File: config.mk
export PLATFORM = sky130hd
export DESIGN_NAME = div_16_8_seq
export DESIGN_NICKNAME = d
export VERILOG_FILES = /design/src/rtl/div_16_8_seq.sv
export SDC_FILE = /design/constraint.sdc
export NUM_CORES = 1
export LEC_CHECK = 0
export CAP_MARGIN = 40
export CORE_MARGIN = 8
export CORE_UTILIZATION = 50
export DETAILED_ROUTE_END_ITERATION = 10
export PLACE_DENSITY = 0.73
export RECOVER_POWER = 100
export SLEW_MARGIN = 5
export SYNTH_ARGS = -nofsm -noshare
export SYNTH_HDL_FRONTEND = slang
export SYNTH_SLANG_ARGS = --single-unit
File: constraint.sdc
create_clock -name clk -period 3.45 [get_ports clk]
set_clock_uncertainty 0.15 [all_clocks]
set_input_delay 0.69 -clock clk [delete_from_list [all_inputs] [get_ports clk]]
set_output_delay 0.69 -clock clk [all_outputs]
set_load 0.005 [all_outputs]
File: src/rtl/div_16_8_seq.sv
// div_16_8_seq: sequential signed 16/8 restoring divider, one quotient bit per clock.
// Quotient truncates toward zero; remainder takes the sign of the dividend.
// Optional macro DIV_SAT_EN: saturate -32768 / -1 to 16'h7FFF and raise ovf
// (otherwise the quotient wraps to 16'h8000 and ovf stays 0).
module div_16_8_seq (
  input  logic        clk,
  input  logic        rst,
  input  logic        start,
  input  logic [15:0] A_NUM,
  input  logic [7:0]  B_NUM,
  output logic [15:0] Q_NUM,
  output logic [7:0]  R_NUM,
  output logic        busy,
  output logic        done,
  output logic        dz,
  output logic        ovf
);

  localparam int unsigned ITERS = 16;

  typedef enum logic [1:0] {IDLE, CALC, FIX} state_t;

  state_t      state;
  logic [15:0] dvd;      // dividend magnitude, shifted left as quotient bits enter at the bottom
  logic [8:0]  b_mag;    // |B|, 9 bits so that -128 maps to 128
  logic [7:0]  rem;      // remainder magnitude; always < |B| <= 128
  logic [4:0]  cnt;
  logic        sign_q;
  logic        sign_r;
  logic        dz_pend;
  logic [7:0]  a_lo;

  logic [15:0] a_mag_c;
  logic [8:0]  b_ext_c;
  logic [8:0]  b_mag_c;
  logic [8:0]  shift_c;
  logic        ge_c;
  logic [7:0]  diff_c;
  logic [15:0] q_neg_c;
  logic [7:0]  r_neg_c;
`ifdef DIV_SAT_EN
  logic        ovf_c;
`endif

  // Operand magnitudes, trial subtraction and sign fix-up values
  always_comb begin
    a_mag_c = A_NUM[15] ? (~A_NUM + 16'd1) : A_NUM;
    b_ext_c = {B_NUM[7], B_NUM};
    b_mag_c = B_NUM[7] ? (~b_ext_c + 9'd1) : b_ext_c;
    // 9-bit partial remainder: previous remainder with the next dividend bit shifted in
    shift_c = {rem, dvd[15]};
    ge_c    = (shift_c >= b_mag);
    diff_c  = 8'(shift_c - b_mag);
    q_neg_c = ~dvd + 16'd1;
    r_neg_c = ~rem + 8'd1;
`ifdef DIV_SAT_EN
    // Only -32768 / -1 yields a positive quotient with bit 15 set
    ovf_c   = ~sign_q & dvd[15];
`endif
  end

  // Control FSM, datapath registers and registered outputs
  always_ff @(posedge clk or posedge rst) begin
    if (rst) begin
      state   <= IDLE;
      dvd     <= '0;
      b_mag   <= '0;
      rem     <= '0;
      cnt     <= '0;
      sign_q  <= 1'b0;
      sign_r  <= 1'b0;
      dz_pend <= 1'b0;
      a_lo    <= '0;
      Q_NUM   <= '0;
      R_NUM   <= '0;
      busy    <= 1'b0;
      done    <= 1'b0;
      dz      <= 1'b0;
      ovf     <= 1'b0;
    end else begin
      done <= 1'b0;
      case (state)
        IDLE: begin
          if (start) begin
            dvd     <= a_mag_c;
            b_mag   <= b_mag_c;
            rem     <= '0;
            cnt     <= '0;
            sign_q  <= A_NUM[15] ^ B_NUM[7];
            sign_r  <= A_NUM[15];
            a_lo    <= A_NUM[7:0];
            dz_pend <= (B_NUM == 8'd0);
            busy    <= 1'b1;
            state   <= (B_NUM == 8'd0) ? FIX : CALC;
          end
        end
        CALC: begin
          rem <= ge_c ? diff_c : shift_c[7:0];
          dvd <= {dvd[14:0], ge_c};
          cnt <= cnt + 5'd1;
          if (cnt == 5'(ITERS - 1)) begin
            state <= FIX;
          end
        end
        FIX: begin
          if (dz_pend) begin
            Q_NUM <= 16'hFFFF;
            R_NUM <= a_lo;
            dz    <= 1'b1;
            ovf   <= 1'b0;
          end else begin
            dz <= 1'b0;
`ifdef DIV_SAT_EN
            if (ovf_c) begin
              Q_NUM <= 16'h7FFF;
              R_NUM <= 8'd0;
              ovf   <= 1'b1;
            end else begin
              Q_NUM <= sign_q ? q_neg_c : dvd;
              R_NUM <= sign_r ? r_neg_c : rem;
              ovf   <= 1'b0;
            end
`else
            // Overflow wraps naturally: magnitude 32768 reads back as 16'h8000
            Q_NUM <= sign_q ? q_neg_c : dvd;
            R_NUM <= sign_r ? r_neg_c : rem;
            ovf   <= 1'b0;
`endif
          end
          done  <= 1'b1;
          busy  <= 1'b0;
          cnt   <= '0;
          state <= IDLE;
        end
        default: begin
          state <= IDLE;
          busy  <= 1'b0;
        end
      endcase
    end
  end

endmodule

==> qor.csv <==
metric;value;unit
max-slew-margin-rel;-26.3;%
leakage;0.00236;uW
place_area;5160;um2
synthesis.area;4540;um2
power_density;852;nW/um2
rows;34;
max-cap-violations;1;
drt_iter0_drc;219;
worst_setup_path_start_kind;primary input;
initial_core_util;51.9;%
max_slew.worst_pin.slew;1890;ps
crit_path_end_kind;flop;
clockBufferDepth;2;
clk_pin_slew;80;ps
grt_pass1_wl;19.3;mm
ant_nets;0;
ys_async_sr_fraction;100;%
cts_buffers;9;
synthCells;505;
placed_cells;644;
fill_cells;774;
port_buffers;53;
crit_fanout;19;
worst_ep_arrival_time;3030;ps
ff_latch_area;1950;um2
final_area;5350;um2
grt_pass1_vias;3873;
ys_seq_area_share;43.0;%
dieHeight;111;um
yosys_warnings;0;
antenna_found_initial;0;
holdBufCountCts;0;
synth.net_count;548;
whs;325;ps
ir_drop;0.452;mV
synth-seq-cells;78;
worst_ep_required_time;3570;ps
numClockSinks;78;
via_per_inst;5.87;
yosysTopAreaCellShare;43.0;%
synth_edf_count;0;
violations;max-capacitance violations, max-slew violations;
avgSynthCellArea;9.00;um2
vias;3869;
synth-main-ff-cell;dfrtp_1;
finalSetupViolations;0;
finalWirelength;11.3;mm
syn_to_final_growth;17.7;%
fin_crit;2910;ps
grtUsageTotal;18.5;%
drive_above_1_share;5.44;%
firstDrtPassIters;5;
dieArea;12400;um2
io_pins;55;
grt_max_degree;79;
multi_input_area;2390;um2
worstSetupPathType;in -> reg;
yosys.area.top_type;dfrtp_1;
die_w;111;um
gr-total-overflow;0;
dp_hpwl;8.29;mm
cts_root_buf;clkbuf_8;
status;complete, but fails checks;
antenna_cells;0;
place_congestion;0.897;
fin_setup_tns;0;ps
hold_viol;0;
clk_latency;350;ps
slew_viol_final;79;
coreArea;8760;um2
cts_tree;done;
routedWlPerCell;17.2;um
stdcell_count;659;
drc;0;
cts_resized;0;
postCtsSetupBuffers;0;
layout.nets;590;
yosys-top-cells-area;dfrtp_1 43%, nand2_1 6.0%, xor2_1 5.2%, o21ai_1 4.3%, ha_1 4.1%;
ctsHtreeMaxLevel;3;
yosysUniqueCellTypes;60;
finalCritPeriodShare;84.2;%
hold_path.class;reg -> reg;
rsz0062_at_grt;no;
fmax;344;MHz
## per-layer routing
| layer | GRT usage (%) | part of all wire (%) | up-vias |
|---|---|---|---|
| met5 | 0 | 0 | - |
| met2 | 30.9 | 48 | 115 |
| met3 | 4.08 | 5.9 | 14 |
| met4 | 5.87 | 1.5 | 0 |
| met1 | 23.4 | 45 | 1865 |
| li1 | - | - | 1875 |
## worst paths after layout
path / startpoint / cells after the start / endpoint / slack, ps
worst max-delay path: start / 6 / dvd[9] / 540
worst min-delay path: a_lo[6] / 2 / a_lo[6] / 330
worst max register to register: rem[4] / 6 / rem[1] / 640
worst min register to register: a_lo[6] / 2 / a_lo[6] / 330
max in group asynchronous: rst / 3 / b_mag[5] / 730
min in group asynchronous: rst / 3 / dz / 1280
## critical path: stages
cell	delay [ps]
dlygate4sd3_1	530
clkbuf_1	210
nor2_1	280
or2_0	970
a22oi_1	190
o21ai_0	150
## power by group
group | internal, uW | switching, uW | total [uW]
logic | 1010 | 1160 | 2170
registers | 1250 | 383 | 1640
clock network | 406 | 346 | 752
## registers in the layout, indices dropped and copies added (netlist names), 2 cells and up
register	count
Q_NUM	16
b_mag	9
a_lo	8
state	2
dvd	16
R_NUM	8
cnt	5
rem	8
## cell families (layout without fill, tap and decap cells)
logic type               count (synthesis)  count (layout)  share of synthesized area (%)
AO/OA/AOI/OAI                          141             141                           21.2
XOR/XNOR                                41              41                           7.90
adder cells (fa/ha/maj)                 16              16                           4.57
buffers and inverters                   53              99                           4.49
flip-flops                              78              78                           43.0
multiplexers                             6               6                           1.35
other                                    1               1                         0.0825
AND/OR/NAND/NOR                        169             169                           17.5
## Yosys cell counts (all sizes together), types with 5 or more instances
library cell / number
dfrtp: 78
nand2: 73
o21ai: 47
nor2: 41
xor2: 27
clkbuf: 25
inv: 25
a21oi: 19
ha: 15
xnor2: 14
o211ai: 13
a22oi: 9
a31oi: 9
o31ai: 9
o41ai: 9
nor3: 8
nor2b: 7
nand3: 6
or3: 6
mux2i: 5
nand2b: 5
or2: 5
or4: 5
## metrics by stage
stage               total power, uW  utilization, %  setup slack [ps]
detailed placement             3870            58.9               449
global route                   4960            61.0               272
CTS                            4630            61.3               720
global placement               3770            58.9               522
finish                         4550            61.0               545
floorplan                      3220               -               615
## area by class of cell
class / count / area share [%]
Sequential cell: 78 / 36.5
Timing Repair Buffer: 59 / 10.6
Inverter: 25 / 1.75
Multi-Input combinational cell: 374 / 44.7
Clock inverter: 5 / 1.59
Clock buffer: 10 / 2.39
Tap cell: 108 / 2.53
## cells in the final DEF (no fill, tap or decap), drive strengths merged, types with 14 or more instances in the layout
cell type	netlist	layout
xor2	27	27
nor2	41	41
dlygate4sd3	0	31
xnor2	14	14
clkdlybuf4s50	0	22
inv	25	24
o21ai	47	47
dfrtp	78	78
a21oi	19	19
ha	15	15
nand2	73	73
(Power assumes the default switching activity.)
